### src/rtl/alien_fleet_if.sv
// Bus bundle between the invader formation and its neighbours (player, renderer, controller).
// Carries the bullet probe inputs, wave controls and the formation status outputs.
interface alien_fleet_if #(
   parameter int ROWS = 4,
   parameter int COLS = 8
);
   // bullet_x/bullet_y are only meaningful while bullet_flying=1; there is no ready, a probe is judged every clock.
   logic                 clear;
   logic                 enable;
   logic [4:0]           bullet_x;
   logic [3:0]           bullet_y;
   logic                 bullet_flying;
   logic                 hit;
   logic [ROWS*COLS-1:0] alive;
   logic [4:0]           fleet_x;
   logic [3:0]           fleet_y;
   logic                 all_dead;
   logic                 invaded;
   logic [1:0]           state_dbg;

   modport master (
      output clear, enable, bullet_x, bullet_y, bullet_flying,
      input  hit, alive, fleet_x, fleet_y, all_dead, invaded, state_dbg
   );

   modport slave (
      input  clear, enable, bullet_x, bullet_y, bullet_flying,
      output hit, alive, fleet_x, fleet_y, all_dead, invaded, state_dbg
   );
endinterface

### src/rtl/alien_fleet.sv
// Invader formation: alive bitmap, marching FSM, bullet collision and wave status.
// Optional FLEET_SPEEDUP_EN shortens the step period as the live alien count drops.
module alien_fleet #(
   parameter int ROWS     = 4,
   parameter int COLS     = 8,
   parameter int MOVE_DIV = 8,
   parameter int FIELD_W  = 32,
   parameter int SHIP_ROW = 15
) (
   input  logic         clk_36MHz,
   input  logic         reset,
   alien_fleet_if.slave bus_io
);
   localparam int N  = ROWS * COLS;
   localparam int IW = (N > 1) ? $clog2(N) : 1;
   localparam int CW = $clog2(MOVE_DIV + 1);

   typedef enum logic [1:0] {
      MARCH_R = 2'd0,
      MARCH_L = 2'd1,
      WON     = 2'd2,
      LANDED  = 2'd3
   } state_t;

   state_t         state_q, state_d;
   logic [N-1:0]   alive_q, alive_d;
   logic [4:0]     fx_q, fx_d;
   logic [3:0]     fy_q, fy_d;
   logic           hit_q, hit_d;
   logic [CW-1:0]  cnt_q, cnt_d;

   logic [5:0]     dx;
   logic [4:0]     dy;
   int             idx;
   logic [IW-1:0]  idx_b;
   logic           marching;
   logic           match;
   logic           step;
   int             period;

`ifdef FLEET_SPEEDUP_EN
   int live;

   always_comb begin
      live = 0;
      for (int i = 0; i < N; i++) begin
         if (alive_q[i]) live = live + 1;
      end
      if (live > N / 2)      period = MOVE_DIV;
      else if (live > N / 4) period = (MOVE_DIV / 2 > 0) ? MOVE_DIV / 2 : 1;
      else                   period = (MOVE_DIV / 4 > 0) ? MOVE_DIV / 4 : 1;
   end
`else
   always_comb period = MOVE_DIV;
`endif

   // Zero-extended differences: a bullet left of / above the fleet sets the top bit instead of wrapping.
   always_comb begin
      dx       = {1'b0, bus_io.bullet_x} - {1'b0, fx_q};
      dy       = {1'b0, bus_io.bullet_y} - {1'b0, fy_q};
      idx      = int'(dy[3:0]) * COLS + int'(dx[4:0]);
      idx_b    = idx[IW-1:0];
      marching = (state_q == MARCH_R) || (state_q == MARCH_L);
      match    = bus_io.bullet_flying && marching && !hit_q &&
                 !dx[5] && (dx[4:0] < 5'(COLS)) &&
                 !dy[4] && (dy[3:0] < 4'(ROWS)) &&
                 alive_q[idx_b];
   end

   always_comb begin
      state_d = state_q;
      alive_d = alive_q;
      fx_d    = fx_q;
      fy_d    = fy_q;
      cnt_d   = cnt_q;
      hit_d   = 1'b0;
      step    = 1'b0;
      if (marching) begin
         if (alive_q == '0) begin
            state_d = WON;
         end else begin
            if (match) begin
               hit_d          = 1'b1;
               alive_d[idx_b] = 1'b0;
            end
            if (bus_io.enable) begin
               if (int'(cnt_q) >= period - 1) begin
                  cnt_d = '0;
                  step  = 1'b1;
               end else begin
                  cnt_d = cnt_q + 1'b1;
               end
            end
            if (step) begin
               if (state_q == MARCH_R) begin
                  if (int'(fx_q) < FIELD_W - COLS) fx_d = fx_q + 5'd1;
                  else begin
                     fy_d    = fy_q + 4'd1;
                     state_d = MARCH_L;
                  end
               end else begin
                  if (fx_q != 5'd0) fx_d = fx_q - 5'd1;
                  else begin
                     fy_d    = fy_q + 4'd1;
                     state_d = MARCH_R;
                  end
               end
            end
            // A final kill on the landing edge defers to WON on the next cycle.
            if ((int'(fy_d) + ROWS - 1 >= SHIP_ROW) && (alive_d != '0)) state_d = LANDED;
         end
      end
   end

   always_ff @(posedge clk_36MHz) begin
      if (!reset || bus_io.clear) begin
         state_q <= MARCH_R;
         alive_q <= '1;
         fx_q    <= '0;
         fy_q    <= '0;
         hit_q   <= 1'b0;
         cnt_q   <= '0;
      end else begin
         state_q <= state_d;
         alive_q <= alive_d;
         fx_q    <= fx_d;
         fy_q    <= fy_d;
         hit_q   <= hit_d;
         cnt_q   <= cnt_d;
      end
   end

   assign bus_io.hit       = hit_q;
   assign bus_io.alive     = alive_q;
   assign bus_io.fleet_x   = fx_q;
   assign bus_io.fleet_y   = fy_q;
   assign bus_io.all_dead  = (state_q == WON);
   assign bus_io.invaded   = (state_q == LANDED);
   assign bus_io.state_dbg = state_q;
endmodule

### src/flat_wrapper.sv
// flat-port wrapper written by rule: the top's interface ports become plain ports
module alien_fleet_flat 
#(
   parameter int ROWS     = 4,
   parameter int COLS     = 8,
   parameter int MOVE_DIV = 8,
   parameter int FIELD_W  = 32,
   parameter int SHIP_ROW = 15
)
  (clk_36MHz, reset, bus_io_clear, bus_io_enable, bus_io_bullet_x, bus_io_bullet_y, bus_io_bullet_flying, bus_io_hit, bus_io_alive, bus_io_fleet_x, bus_io_fleet_y, bus_io_all_dead, bus_io_invaded, bus_io_state_dbg);
  alien_fleet_if #(.ROWS(ROWS), .COLS(COLS)) bus_io_i ();
  input  logic clk_36MHz;
  input  logic reset;
  input wire logic [$bits(bus_io_i.clear)-1:0] bus_io_clear;
  input wire logic [$bits(bus_io_i.enable)-1:0] bus_io_enable;
  input wire logic [$bits(bus_io_i.bullet_x)-1:0] bus_io_bullet_x;
  input wire logic [$bits(bus_io_i.bullet_y)-1:0] bus_io_bullet_y;
  input wire logic [$bits(bus_io_i.bullet_flying)-1:0] bus_io_bullet_flying;
  output wire logic [$bits(bus_io_i.hit)-1:0] bus_io_hit;
  output wire logic [$bits(bus_io_i.alive)-1:0] bus_io_alive;
  output wire logic [$bits(bus_io_i.fleet_x)-1:0] bus_io_fleet_x;
  output wire logic [$bits(bus_io_i.fleet_y)-1:0] bus_io_fleet_y;
  output wire logic [$bits(bus_io_i.all_dead)-1:0] bus_io_all_dead;
  output wire logic [$bits(bus_io_i.invaded)-1:0] bus_io_invaded;
  output wire logic [$bits(bus_io_i.state_dbg)-1:0] bus_io_state_dbg;
  assign bus_io_i.clear = bus_io_clear;
  assign bus_io_i.enable = bus_io_enable;
  assign bus_io_i.bullet_x = bus_io_bullet_x;
  assign bus_io_i.bullet_y = bus_io_bullet_y;
  assign bus_io_i.bullet_flying = bus_io_bullet_flying;
  assign bus_io_hit = bus_io_i.hit;
  assign bus_io_alive = bus_io_i.alive;
  assign bus_io_fleet_x = bus_io_i.fleet_x;
  assign bus_io_fleet_y = bus_io_i.fleet_y;
  assign bus_io_all_dead = bus_io_i.all_dead;
  assign bus_io_invaded = bus_io_i.invaded;
  assign bus_io_state_dbg = bus_io_i.state_dbg;
  alien_fleet #(.ROWS(ROWS), .COLS(COLS), .MOVE_DIV(MOVE_DIV), .FIELD_W(FIELD_W), .SHIP_ROW(SHIP_ROW)) u_core (.clk_36MHz(clk_36MHz), .reset(reset), .bus_io(bus_io_i));
endmodule
### config.mk
export PLATFORM = sky130hd
export DESIGN_NAME = alien_fleet_flat
export DESIGN_NICKNAME = d
export VERILOG_FILES = /design/src/rtl/alien_fleet_if.sv /design/src/rtl/alien_fleet.sv /design/src/flat_wrapper.sv
export SDC_FILE = /design/constraint.sdc
export NUM_CORES = 1
export LEC_CHECK = 0
export CAP_MARGIN = 40
export CORE_MARGIN = 2
export CORE_UTILIZATION = 48
export DETAILED_ROUTE_END_ITERATION = 12
export PLACE_DENSITY_LB_ADDON = 0.25
export SYNTH_ARGS = -nofsm -noshare
export SYNTH_HDL_FRONTEND = slang
export SYNTH_SLANG_ARGS = --single-unit
### constraint.sdc
create_clock -name clk_36MHz -period 4.5 [get_ports clk_36MHz]
set_input_delay 0.9 -clock clk_36MHz [delete_from_list [all_inputs] [get_ports clk_36MHz]]
set_output_delay 0.9 -clock clk_36MHz [all_outputs]
set_load 0.01 [all_outputs]
# Yosys cells after proc, flatten, opt, wreduce, memory -nomap -nowiden
# Index checks and enable logic that the tools add are counted.
dict set report word_totals {
  output_inout_bits 46
  mem_bits_ro 0
  latchBits 0
  in_bits 14
  ff_bits 48
  word_cells 86
  ram_bits 0
  mem_count 0
}
dict set report classes {
  reduce_logical 26
  n_div 0
  shift 0
  addsub 9
  n_bitwise 4
  multipliers 0
  mux 28
  n_eq_ne 6
  n_lt_le_gt_ge 7
}
# op count
set ops {}
lappend ops {{two-way mux 32 bit} 3}
lappend ops {{bitwise AND 32 bit} 1}
lappend ops {{>= comparator 32 x 5 -> 1 bit, second input constant} 1}
lappend ops {{logical NOT 32 bit} 1}
lappend ops {{NOT 32 bit} 1}
lappend ops {{nonzero test 32 bit} 1}
lappend ops {{subtractor 32 x 2 -> 32 bit, second input constant} 1}
lappend ops {{two-way mux 4 bit} 7}
lappend ops {{two-way mux 5 bit} 3}
lappend ops {{two-way mux 2 bit} 6}
lappend ops {{logical AND 1 bit} 9}
lappend ops {{adder 4 x 1 -> 4 bit, second input constant} 2}
lappend ops {{two-way mux 1 bit} 7}
lappend ops {{less-than comparator 5 x 6 -> 1 bit, second input constant} 1}
lappend ops {{subtractor 5 x 5 -> 6 bit} 1}
lappend ops {{adder 4 x 3 -> 5 bit, second input constant} 1}
lappend ops {{adder 5 x 1 -> 5 bit, second input constant} 1}
lappend ops {{adder 5 bit} 1}
lappend ops {{binary-select mux 1 bit (select 5 bit)} 1}
lappend ops {{demux 1 bit (select 5 bit)} 1}
lappend ops {{>= comparator 5 x 1 -> 1 bit, second input constant} 1}
lappend ops {{less-than comparator 5 x 4 -> 1 bit, second input constant} 1}
lappend ops {{less-than comparator 5 bit, second input constant} 1}
lappend ops {{AND reduction 5 bit} 1}
lappend ops {{other kinds (20)} 26}

# Logic depth before layout (Yosys ltp)
# Gate-level depths: netlist of the first run.
dict set report logic_depth {
  word_depth 16
  depth_mapped 16
  ltp_nobuf 15
}

# Worst setup path after synthesis of the first run
# No wires, ideal clock.
dict set report synth_path {
  path_kind {input to register}
  startpoint {input bus_io_bullet_x[2]}
  endpoint {register u_core.state_q[1] (netlist: u_core.bus_io.state_dbg[1])}
  n_path_buf 1
  t_required_ps 4355
  t_arrival_ps 3918
  slack_ps 437
  setup_time_ps 145
  stages 15
  path_cell_list {ha_1 nor2_1 a21oi_1 xor2_1 ha_1 inv_1 mux2_4 inv_2 nand4_2 buf_4 o31ai_4 nand4_1 or4_1 nor4_2 a221oi_1}
}
dict set report synth_via {
  elab_chain_len 15
  word_cells_on_any_way 29
  classes_between {2 x add/sub; 3 x order compare; 2 x eq/ne; 9 x mux; 2 x bitwise; 11 x reduce/logical}
}
# item line_no
set synth_lines {}
lappend synth_lines {{start, declared} flat_wrapper.sv:16} ;# input wire logic [$bits(bus_io_i.bullet_x)-1:0] bus_io_bullet_x;
lappend synth_lines {{subtractor 5 x 5 -> 6 bit *} alien_fleet.sv:59} ;# dx = {1'b0, bus_io.bullet_x} - {1'b0, fx_q};
lappend synth_lines {{adder 5 bit} alien_fleet.sv:61} ;# idx = int'(dy[3:0]) * COLS + int'(dx[4:0]);
lappend synth_lines {{less-than comparator 5 x 6 -> 1 bit (implied by the code) / >= comparator 5 x 1 -> 1 bit (equally long branches)} alien_fleet.sv:84} ;# alive_d[idx_b] = 1'b0;
lappend synth_lines {{logical AND 1 bit (implied by the code)} alien_fleet.sv:84}
lappend synth_lines {{two-way mux 1 bit (implied by the code)} alien_fleet.sv:84}
lappend synth_lines {{demux 1 bit (select 5 bit)} --}
lappend synth_lines {{NOT 32 bit (no source line)} --}
lappend synth_lines {{bitwise AND 32 bit (no source line)} --}
lappend synth_lines {{two-way mux 32 bit *} alien_fleet.sv:82} ;# if (match) begin
lappend synth_lines {{two-way mux 32 bit *} alien_fleet.sv:79} ;# if (alive_q == '0) begin
lappend synth_lines {{two-way mux 32 bit *} alien_fleet.sv:78} ;# if (marching) begin
lappend synth_lines {{nonzero test 32 bit *} alien_fleet.sv:110} ;# if ((int'(fy_d) + ROWS - 1 >= SHIP_ROW) && (alive_d != '0)) state_d = LANDED;
lappend synth_lines {{logical AND 1 bit *} alien_fleet.sv:110}
lappend synth_lines {{!= test 4 x 3 -> 1 bit (no source line) (tied with other cells)} --}
lappend synth_lines {{AND reduction 4 bit (no source line) / two-way mux 2 bit (equally long branches)} --}
lappend synth_lines {{end signal, assigned} alien_fleet.sv:124} ;# state_q <= state_d;
lappend synth_lines {{end, declared} alien_fleet.sv:25} ;# state_t state_q, state_d;
# Mark *: on every way between the ends. The rest lies on a longest branch, timed or not. The select of a mux whose other input is x is not followed.
# A chain may end at the register's enable or synchronous reset.

# Final worst setup path of the first run
dict set report layout_path {
  startpoint {input bus_io_bullet_x[0]}
  endpoint {register u_core.state_q[1] (netlist: u_core.bus_io.state_dbg[1])}
}
# Same word-level chain as after synthesis.

==> results.py, run 1 <==
metrics = {
    "clock_tree": {
        "hold_buffers": 0,
        "clockRootBuffer": "sky130_fd_sc_hd__clkbuf_8",
        "cts_htree_levels": 2,
        "cts.sink_count": 48,
        "path_clk_slew_ns": 0.10,
        "cts_tree": "built",
        "clk_latency_ns": 0.31,
        "cts_buffer_depth": 2,
        "cts-buffers-inserted": 5,
    },
    "floorplanning": {
        "fp.dieArea_um2": 6930,
        "io-pin-count": 60,
        "floorplan.initialDensity": 0.503,
        "core_area_um2": 5990,
        "die-width_um": 83.2,
        "fp.dieH_um": 83.2,
        "core.rowCount": 28,
    },
    "sta": {
        "final.setup.tns_ns": 0,
        "max_freq_mhz": 229,
        "timing.final.setup_violations": 0,
        "maxSlewHeadroom": 0.392,
        "finalHoldViolCount": 0,
        "layout_min_cycle_time_ns": 4.38,
        "finalClockSkew_ns": 0.0122,
        "timing_max_transition_violations_final": 0,
        "period_share": 0.972,
        "hold_slack_ns": 0.488,
        "worst_slew_pin_slew_ns": 0.909,
    },
    "power": {
        "internal_power_uw": 616,
        "p_sw_frac": 0.281,
        "worst_case_vdd_ir_drop_v": 0.000162,
        "cellPowerDensity_nw_per_um2": 199,
        "static-leakage-power_nw": 1.70,
        "power.combinational.fraction": 0.182,
        "power.share.clock": 0.322,
        "share_seq_of_total_power": 0.497,
        "power.net_switching_uw": 241,
    },
    "route": {
        "drt-vias-per-instance": 6.03,
        "wl_per_cell_um": 18.1,
        "num_vias": 3183,
        "postRouteAntennaNets": 0,
        "detail_route.iter0.violations": 156,
        "drt_pre_antenna_iters": 5,
        "drt_drc_violations_left": 0,
        "routed_wirelength_um": 9540,
    },
    "finish": {
        "fin_cells": 528,
        "area.growth.synth_to_final_pct": 43.2,
        "most_common_cell_after_layout_fill_and_taps_aside": "sky130_fd_sc_hd__clkdlybuf4s50_1",
        "fin_util": 0.720,
        "layout.cell_area.non_filler_um2": 4320,
        "num-fill-cells": 469,
        "layout.nets": 484,
        "antenna-diode-count": 0,
        "ratio_of_cells_with_drive_above_1_in_the_final_layout": 0.230,
        "mostFrequentLayoutCells": "sky130_fd_sc_hd__clkdlybuf4s50_1 (59), sky130_fd_sc_hd__buf_4 (56), sky130_fd_sc_hd__dfxtp_1 (48)",
    },
    "flow_run": {
        "drv_cap": 0,
    },
    "critical_path": {
        "worst_ep_arrival_time_ns": 4.54,
        "worstPathMaxFanout": 7,
        "critical_path.reg2reg.endpoint": "u_core.bus_io.state_dbg[1]",
        "critical_path_depth": 18,
        "r2r_cells": 17,
        "crit_top_cell": "sky130_fd_sc_hd__ha_1",
        "r2r_start": "u_core.bus_io.fleet_x[1]",
        "worst_ep_required_time_ns": 4.66,
        "criticalPathCategory": "input port to register",
        "critical_path.startpoint": "bus_io_bullet_x[0]",
        "timing.critical_path.buf_inv": 4,
        "crit_path_max_delay_family": "simple AND/OR/NAND/NOR gates",
        "cp_cell_sequence": "clkdlybuf4s50_1, inv_1, ha_1, nand2b_1, a21oi_2, xor2_2, ha_1, buf_4, nor2_2, nand2_1, nand3_2, nand3_4, buf_6, o31ai_4, nand4_1, or4_4, nor4_4, a221oi_1",
        "crit_path_top_delay_cell": "sky130_fd_sc_hd__or4_4",
        "cp_slowest_stage_delay_ns": 0.56,
        "critical_path.startpoint_type": "input port",
        "crit_path_end_kind": "register",
        "rrSetupSlack_ns": 0.62,
        "worstSetupEndpoint": "u_core.bus_io.state_dbg[1]",
    },
    "yosys": {
        "synth-warning-count": 0,
        "syn_avg_cell_area_um2": 8.78,
        "yosys.cell_types.count": 57,
        "mappedNetlistNets": 375,
        "post_synthesis_instance_area_um2": 3010,
        "asyncSetResetFlopFracSynth": 0,
        "synth_edf_count": 0,
        "ys_seq_elements": 48,
        "syn_inst": 343,
        "dominantRegCellSynth": "sky130_fd_sc_hd__dfxtp_1",
        "ys_seq_area_frac": 0.319,
    },
    "grt": {
        "track_usage": 0.265,
        "globalRouteOverflowTotal": 0,
        "global_route_wire_length_before_repair_um": 14900,
        "first_global_vias": 3003,
        "antenna_violations_before_repair": 0,
        "grt_max_degree": 20,
    },
    "worst_hold_path": {
        "worst_hold_path_type": "register to register",
        "hold_path.startpoint": "u_core.cnt_q[1]",
    },
    "place": {
        "place.detailed.hpwl_um": 7200,
        "globalplace.congestion": 0.990,
        "post_dp_cell_area_um2": 4050,
        "post-place-cells": 519,
        "io_buffers": 59,
    },
    "run_status": {
        "outcome": "finished clean",
    },
}
-- worst reg2reg max path, stage by stage (launching register included) --
cell                       delay [ns]
sky130_fd_sc_hd__dfxtp_1         0.52
sky130_fd_sc_hd__inv_1           0.08
sky130_fd_sc_hd__ha_1            0.28
sky130_fd_sc_hd__nand2b_1        0.06
sky130_fd_sc_hd__a21oi_2         0.22
sky130_fd_sc_hd__xor2_2          0.18
sky130_fd_sc_hd__ha_1            0.28
sky130_fd_sc_hd__buf_4           0.17
sky130_fd_sc_hd__nor2_2          0.13
sky130_fd_sc_hd__nand2_1         0.09
sky130_fd_sc_hd__nand3_2         0.10
sky130_fd_sc_hd__nand3_4         0.12
sky130_fd_sc_hd__buf_6           0.18
sky130_fd_sc_hd__o31ai_4         0.21
sky130_fd_sc_hd__nand4_1         0.18
sky130_fd_sc_hd__or4_4           0.56
sky130_fd_sc_hd__nor4_4          0.26
sky130_fd_sc_hd__a221oi_1        0.11
-- worst min path at each step --
stage	end	slack (ns)	cells after the start
2_1_floorplan	u_core.cnt_q[1]	0.45	2
3_3_place_gp	u_core.cnt_q[1]	0.47	2
3_5_place_dp	u_core.cnt_q[1]	0.48	2
4_1_cts	u_core.cnt_q[1]	0.49	2
5_1_grt	u_core.cnt_q[1]	0.52	2
6_report	u_core.cnt_q[1]	0.49	2
-- metrics by stage --
| stage | power, mW | worst slack (ns) |
|---|---|---|
| floorplan | 0.511 | 0.437 |
| global placement | 0.574 | -0.553 |
| detailed placement | 0.575 | -0.498 |
| CTS | 0.848 | 0.00461 |
| global route | 0.891 | -0.0232 |
| finish | 0.857 | 0.124 |
-- power by group through the flow --
stage	logic [mW]	registers (mW)	clock network, mW
5_1_grt	0.168	0.426	0.297
3_3_place_gp	0.139	0.436	0
6_report	0.156	0.426	0.276
4_1_cts	0.143	0.426	0.279
3_5_place_dp	0.139	0.436	0
2_1_floorplan	0.0750	0.436	0
-- routing by layer --
metal | share of wire | wire, um | GRT usage | vias up
li1 | - | - | - | 1477
met4 | 0.031 | 298 | 0.0999 | 0
met5 | 0 | 0 | 0 | -
met3 | 0.075 | 720 | 0.0408 | 35
met2 | 0.47 | 4520 | 0.440 | 163
met1 | 0.42 | 4000 | 0.347 | 1508
-- synth_stat cells, types with 2 or more instances --
library cell               count  share of area
sky130_fd_sc_hd__nor2_1       25          0.031
sky130_fd_sc_hd__a21o_1        5          0.012
sky130_fd_sc_hd__nor4b_1       2         0.0058
sky130_fd_sc_hd__buf_2         2         0.0033
sky130_fd_sc_hd__inv_1        17          0.021
sky130_fd_sc_hd__nand3_1       8          0.013
sky130_fd_sc_hd__nor3b_1       2         0.0050
sky130_fd_sc_hd__nand2b_1      9          0.019
sky130_fd_sc_hd__nand2_1      44          0.055
sky130_fd_sc_hd__xor2_1        3         0.0087
sky130_fd_sc_hd__a211oi_1      2         0.0050
sky130_fd_sc_hd__or4_1         3         0.0075
sky130_fd_sc_hd__o31ai_1      16          0.040
sky130_fd_sc_hd__o41ai_1       8          0.023
sky130_fd_sc_hd__ha_1         15          0.062
sky130_fd_sc_hd__a21oi_1      17          0.028
sky130_fd_sc_hd__buf_6         2         0.0075
sky130_fd_sc_hd__or2_2         2         0.0042
sky130_fd_sc_hd__dfxtp_1      48           0.32
sky130_fd_sc_hd__mux4_2        7          0.052
sky130_fd_sc_hd__fa_1          3          0.020
sky130_fd_sc_hd__o21a_1        3         0.0075
sky130_fd_sc_hd__and3_1        2         0.0042
sky130_fd_sc_hd__or3_1         6          0.012
sky130_fd_sc_hd__nor3_1        5         0.0083
sky130_fd_sc_hd__clkbuf_1      9          0.011
sky130_fd_sc_hd__xnor2_1      12          0.035
sky130_fd_sc_hd__nand4_1       9          0.019
sky130_fd_sc_hd__nor4_1       11          0.023
sky130_fd_sc_hd__o21ai_0      12          0.020
sky130_fd_sc_hd__mux2i_1       4          0.013
sky130_fd_sc_hd__nor2b_1       5          0.010
-- kinds of logic after synthesis --
| logic type | count (synthesis) | share of synthesized area |
|---|---|---|
| compound gates | 74 | 0.180 |
| xor+xnor | 16 | 0.0490 |
| fa+ha+maj | 18 | 0.0822 |
| buf+inv | 33 | 0.0482 |
| flops | 48 | 0.319 |
| mux | 13 | 0.0793 |
| simple gates | 141 | 0.242 |
-- final cells by class --
| cell class | count | area [um2] | area share |
|---|---|---|---|
| inverters | 18 | 67.6 | 0.0157 |
| well taps | 75 | 93.8 | 0.0217 |
| flip-flops and latches | 48 | 961 | 0.223 |
| clock buffers | 7 | 86.3 | 0.0200 |
| clock inverters | 1 | 7.51 | 0.00174 |
| repair buffers | 117 | 1030 | 0.238 |
| multi-input cells | 262 | 2070 | 0.480 |
-- what timing repair did --
action | CTS | global route
endpoints found under the hold margin | 0 | 0
setup endpoints to repair | 2 | 2
pin swaps | 0 | 8
resized for setup | 6 | 24
buffers inserted | 0 | 1
-- flip-flops by register name, summed over array words and instances, names as in the netlist --
name	count
u_core.bus_io.hit	1
u_core.bus_io.alive	32
u_core.bus_io.fleet_x	5
u_core.cnt_q	4
u_core.bus_io.state_dbg	2
u_core.bus_io.fleet_y	4
Power figures use the tool's default switching activity.
==> run 2, diff against run 1 <==
CORE_ASPECT_RATIO = 1.2   (was unset)
GPL_ROUTABILITY_DRIVEN = 0   (was unset)
==> results.py, run 2 (synthesis results as in run 1) <==
metrics = {
    "sta": {
        "period_share": 0.976,
        "finalHoldViolCount": 0,
        "max_freq_mhz": 228,
        "layout_min_cycle_time_ns": 4.39,
        "timing.final.setup_violations": 0,
        "finalClockSkew_ns": 0.00601,
        "maxSlewHeadroom": 0.364,
        "timing_max_transition_violations_final": 0,
        "worst_slew_pin_slew_ns": 0.946,
    },
    "floorplanning": {
        "io-pin-count": 60,
        "fp.dieH_um": 90.8,
        "die-width_um": 76.3,
        "core.rowCount": 31,
        "floorplan.initialDensity": 0.498,
        "core_area_um2": 6050,
        "fp.dieArea_um2": 6930,
    },
    "route": {
        "drt_drc_violations_left": 0,
        "drt-vias-per-instance": 5.89,
        "detail_route.iter0.violations": 204,
        "num_vias": 3139,
        "postRouteAntennaNets": 0,
        "drt_pre_antenna_iters": 5,
        "routed_wirelength_um": 9010,
        "wl_per_cell_um": 16.9,
    },
    "run_status": {
        "outcome": "finished clean",
    },
    "place": {
        "post_dp_cell_area_um2": 4070,
        "place.detailed.hpwl_um": 6820,
        "io_buffers": 59,
        "post-place-cells": 524,
    },
    "finish": {
        "num-fill-cells": 500,
        "antenna-diode-count": 0,
        "most_common_cell_after_layout_fill_and_taps_aside": "sky130_fd_sc_hd__clkdlybuf4s50_1",
        "ratio_of_cells_with_drive_above_1_in_the_final_layout": 0.220,
        "area.growth.synth_to_final_pct": 42.3,
        "layout.cell_area.non_filler_um2": 4290,
        "mostFrequentLayoutCells": "sky130_fd_sc_hd__clkdlybuf4s50_1 (59), sky130_fd_sc_hd__buf_4 (54), sky130_fd_sc_hd__dfxtp_1 (48)",
        "largest_register_ffs": 32,
        "layout.nets": 482,
        "fin_cells": 533,
    },
    "clock_tree": {
        "clk_latency_ns": 0.30,
        "cts-buffers-inserted": 5,
        "cts_htree_levels": 2,
        "hold_buffers": 0,
        "clockRootBuffer": "sky130_fd_sc_hd__clkbuf_8",
        "cts_tree": "built",
        "cts.sink_count": 48,
        "path_clk_slew_ns": 0.09,
        "cts_buffer_depth": 2,
    },
    "grt": {
        "globalRouteOverflowTotal": 0,
        "track_usage": 0.256,
        "grt_max_degree": 32,
        "antenna_violations_before_repair": 0,
        "first_global_vias": 3072,
        "global_route_wire_length_before_repair_um": 14500,
    },
    "worst_hold_path": {
        "min_delay_path_depth": 2,
        "hold_path_end": "u_core.cnt_q[1]",
        "hold_path.startpoint": "u_core.cnt_q[1]",
        "worst_hold_path_type": "register to register",
    },
    "flow_run": {
        "drv_cap": 0,
    },
    "critical_path": {
        "worstPathMaxFanout": 13,
        "r2r_start": "u_core.bus_io.fleet_x[1]",
        "rrSetupSlack_ns": 0.67,
        "worst_ep_required_time_ns": 4.65,
        "criticalPathCategory": "input port to register",
        "r2r_cells": 15,
        "critical_path.startpoint_type": "input port",
        "crit_path_end_kind": "register",
        "critical_path.reg2reg.endpoint": "u_core.bus_io.state_dbg[1]",
        "worst_ep_arrival_time_ns": 4.54,
    },
    "power": {
        "static-leakage-power_nw": 1.67,
        "cellPowerDensity_nw_per_um2": 196,
        "worst_case_vdd_ir_drop_v": 0.000171,
    },
}
## run 2: changes by cell type in the layout (fill, tap and decap cells not counted), moves of 2 or more
cell                       previous run  this run
sky130_fd_sc_hd__o31ai_1             10        14
sky130_fd_sc_hd__o41ai_2              1         5
sky130_fd_sc_hd__buf_12               0         2
sky130_fd_sc_hd__buf_4               56        54
sky130_fd_sc_hd__clkinv_2             0         2
sky130_fd_sc_hd__o31ai_2              4         2
sky130_fd_sc_hd__o31ai_4              3         1
sky130_fd_sc_hd__o41ai_1              5         3
sky130_fd_sc_hd__o41ai_4              3         1
## run 2: what timing repair did
action / 4_1_cts / 5_1_grt
buffers inserted: 0 / 1
setup endpoints to repair: 1 / 2
cloned: 0 / 0
pin swaps: 0 / 6
gates resized for setup: 1 / 19
## run 2: per-layer routing
metal	wire [um]	GRT usage	share of wire
met3	554	0.0310	0.061
met2	4600	0.456	0.51
met4	298	0.121	0.033
met1	3560	0.303	0.39
met5	0	0	0
## run 2: layout make-up
class | count | area [um2] | area share
Sequential cell | 48 | 961 | 0.224
Tap cell | 82 | 103 | 0.0239
Clock inverter | 2 | 10.0 | 0.00233
Clock buffer | 6 | 82.6 | 0.0193
Timing Repair Buffer | 115 | 1040 | 0.242
Multi-Input combinational cell | 262 | 2030 | 0.473
Inverter | 18 | 67.6 | 0.0158
## run 2: worst max-delay path, stage by stage
cell,delay [ns]
sky130_fd_sc_hd__clkdlybuf4s50_1,0.45
sky130_fd_sc_hd__inv_1,0.04
sky130_fd_sc_hd__ha_1,0.20
sky130_fd_sc_hd__fa_1,0.52
sky130_fd_sc_hd__buf_12,0.18
sky130_fd_sc_hd__mux4_2,0.32
sky130_fd_sc_hd__mux2i_1,0.06
sky130_fd_sc_hd__mux2_4,0.29
sky130_fd_sc_hd__inv_2,0.07
sky130_fd_sc_hd__nand4_4,0.15
sky130_fd_sc_hd__o31ai_1,0.37
sky130_fd_sc_hd__nand4_1,0.15
sky130_fd_sc_hd__or4_4,0.57
sky130_fd_sc_hd__nor4_4,0.17
sky130_fd_sc_hd__a221oi_1,0.11
## run 2: how the worst max path moves through the flow
stage	startpoint	end	slack [ns]	depth (start not counted)
detailed placement	bus_io_bullet_x[0]	u_core.bus_io.state_dbg[1]	-0.31	17
global route	bus_io_bullet_x[0]	u_core.bus_io.state_dbg[1]	-0.10	15
CTS	bus_io_bullet_x[0]	u_core.bus_io.state_dbg[1]	0.05	16
global placement	bus_io_bullet_x[0]	u_core.bus_io.state_dbg[1]	-0.23	17
finish	bus_io_bullet_x[0]	u_core.bus_io.state_dbg[1]	0.11	15
floorplan	bus_io_bullet_x[2]	u_core.bus_io.state_dbg[1]	0.44	15
## run 2: power by group
part | switching [mW] | total (mW) | internal, mW
Combinational | 0.0829 | 0.150 | 0.0667
Sequential | 0.000720 | 0.426 | 0.425
Clock | 0.143 | 0.266 | 0.123
Total | 0.227 | 0.841 | 0.614
## run 2: stage by stage
| stage | power [mW] | hold slack (ns) | setup WS [ns] | TNS, ns | util |
|---|---|---|---|---|---|
| after floorplan | 0.511 | 0.449 | 0.437 | 0 | - |
| after global placement | 0.570 | 0.466 | -0.225 | -0.399 | 0.672 |
| after detailed placement | 0.571 | 0.471 | -0.313 | -0.564 | 0.672 |
| after CTS | 0.836 | 0.483 | 0.0450 | 0 | 0.688 |
| after global routing | 0.875 | 0.512 | -0.103 | -0.149 | 0.709 |
| final | 0.841 | 0.485 | 0.109 | 0 | 0.709 |
==> run 3, diff against run 2 <==
CORE_UTILIZATION = 52   (was 48)
==> results.py, run 3 (synthesis results as in run 1) <==
metrics = {
    "critical_path": {
        "worst_ep_arrival_time_ns": 4.58,
        "worstPathMaxFanout": 11,
        "crit_top_cell": "sky130_fd_sc_hd__buf_4",
        "worst_ep_required_time_ns": 4.66,
        "cp_slowest_stage_delay_ns": 0.49,
        "crit_path_end_kind": "register",
        "critical_path.startpoint_type": "input port",
        "criticalPathCategory": "input port to register",
        "crit_path_top_delay_cell": "sky130_fd_sc_hd__fa_1",
        "cp_cell_sequence": "clkdlybuf4s50_1, inv_1, ha_1, fa_1, buf_4, buf_4, mux4_2, nand3_1, nand3_1, nand3_2, buf_4, or3_1, o21ai_0, nand4_1, nor4b_1, a221oi_1",
    },
    "clock_tree": {
        "cts_setup_buffers": 0,
        "clk_latency_ns": 0.31,
        "cts_buffer_depth": 2,
        "cts-buffers-inserted": 5,
        "cts_htree_levels": 2,
        "hold_buffers": 0,
        "cts_tree": "built",
        "path_clk_slew_ns": 0.09,
        "clockRootBuffer": "sky130_fd_sc_hd__clkbuf_8",
        "cts.sink_count": 48,
    },
    "grt": {
        "antenna_violations_before_repair": 0,
        "globalRouteOverflowTotal": 0,
        "global_route_wire_length_before_repair_um": 14800,
        "track_usage": 0.299,
        "grt_max_degree": 31,
        "first_global_vias": 3205,
    },
    "finish": {
        "mostFrequentLayoutCells": "sky130_fd_sc_hd__clkdlybuf4s50_1 (59), sky130_fd_sc_hd__buf_4 (53), sky130_fd_sc_hd__dfxtp_1 (48)",
        "most_common_cell_after_layout_fill_and_taps_aside": "sky130_fd_sc_hd__clkdlybuf4s50_1",
        "layout.cell_area.non_filler_um2": 4170,
        "fin_cells": 511,
        "antenna-diode-count": 0,
        "fin_util": 0.741,
        "layout.nets": 479,
        "area.growth.synth_to_final_pct": 38.5,
        "largest_register_ffs": 32,
        "ratio_of_cells_with_drive_above_1_in_the_final_layout": 0.199,
        "num-fill-cells": 423,
    },
    "sta": {
        "finalHoldViolCount": 0,
        "worst_slew_pin_slew_ns": 0.875,
        "timing.final.setup_violations": 0,
        "layout_min_cycle_time_ns": 4.42,
        "finalClockSkew_ns": 0.00618,
        "maxSlewHeadroom": 0.412,
        "timing_max_transition_violations_final": 0,
        "max_freq_mhz": 226,
        "period_share": 0.983,
        "hold_slack_ns": 0.484,
    },
    "run_status": {
        "outcome": "finished clean",
    },
    "worst_hold_path": {
        "worst_hold_path_type": "register to register",
    },
    "power": {
        "power.combinational.fraction": 0.176,
        "p_sw_frac": 0.280,
        "static-leakage-power_nw": 1.61,
        "power.share.clock": 0.306,
        "cellPowerDensity_nw_per_um2": 197,
        "internal_power_uw": 591,
        "power.net_switching_uw": 231,
        "share_seq_of_total_power": 0.518,
        "worst_case_vdd_ir_drop_v": 0.000174,
    },
    "route": {
        "wl_per_cell_um": 18.5,
        "num_vias": 3219,
        "detail_route.iter0.violations": 260,
        "drt-vias-per-instance": 6.30,
        "routed_wirelength_um": 9450,
        "drt_drc_violations_left": 0,
        "drt_pre_antenna_iters": 7,
        "postRouteAntennaNets": 0,
    },
    "floorplanning": {
        "die-width_um": 73.5,
        "io-pin-count": 60,
        "floorplan.initialDensity": 0.535,
        "core.rowCount": 30,
        "fp.dieH_um": 87.4,
        "fp.dieArea_um2": 6420,
        "core_area_um2": 5630,
    },
    "place": {
        "place.detailed.hpwl_um": 6920,
        "post-place-cells": 504,
        "io_buffers": 59,
        "post_dp_cell_area_um2": 4010,
    },
    "flow_run": {
        "drv_cap": 0,
    },
}
## run 3: cell count changes in the layout (fill, tap and decap cells not counted), moves of 2 or more
cell | previous run | this run
sky130_fd_sc_hd__o41ai_2 | 5 | 3
sky130_fd_sc_hd__nor4b_1 | 0 | 2
sky130_fd_sc_hd__nor4b_2 | 2 | 0
sky130_fd_sc_hd__buf_12 | 2 | 0
sky130_fd_sc_hd__o41ai_1 | 3 | 5
## run 3: power by group through the flow
stage	clock [mW]	combinational (mW)	sequential [mW]
floorplan	0	0.0750	0.436
global placement	0	0.128	0.436
detailed placement	0	0.130	0.436
CTS	0.255	0.133	0.426
global route	0.267	0.154	0.426
finish	0.252	0.145	0.426
## run 3: per-layer routing
metal	global-route usage	share of wire
met4	0.198	0.057
met3	0.0428	0.075
met1	0.344	0.37
met5	0	0
met2	0.507	0.50
## run 3: final timing paths
check	depth (start not counted)	endpoint	slack [ns]	from
worst min-delay path	2	u_core.cnt_q[1]	0.48	u_core.cnt_q[1]
worst max-delay path	16	u_core.bus_io.state_dbg[1]	0.08	bus_io_bullet_x[0]
worst max register to register	16	u_core.bus_io.state_dbg[1]	0.61	u_core.bus_io.fleet_x[1]
worst min register to register	2	u_core.cnt_q[1]	0.48	u_core.cnt_q[1]
## run 3: cell type report
type | count | area (um2) | share of cell area
clock inverter | 1 | 5.00 | 0.00120
tap | 64 | 80.1 | 0.0192
inverter | 18 | 67.6 | 0.0162
clock buffer | 6 | 72.6 | 0.0174
multi-input combinational | 262 | 2000 | 0.479
sequential | 48 | 961 | 0.230
timing repair buffer | 112 | 988 | 0.237
## run 3: worst max-delay path: cells and delay by family
family,cells,cell delay [ns]
AND/OR/NAND/NOR,6,1.38
buffers and inverters,5,1.03
adder cells (fa/ha/maj),2,0.68
AO/OA/AOI/OAI,2,0.38
multiplexers,1,0.19
## run 3: stage by stage
| stage | total power [mW] | setup TNS, ns | setup slack, ns |
|---|---|---|---|
| after floorplan | 0.511 | 0 | 0.437 |
| after global placement | 0.563 | -0.394 | -0.224 |
| after detailed placement | 0.566 | -0.583 | -0.323 |
| after CTS | 0.814 | 0 | 0.0298 |
| after global routing | 0.847 | -0.0625 | -0.0446 |
| final | 0.822 | 0 | 0.0776 |
## run 3: what timing repair did
action,4_1_cts,5_1_grt
pin swaps,0,3
endpoints found under the setup margin,1,2
gates resized for setup,3,11
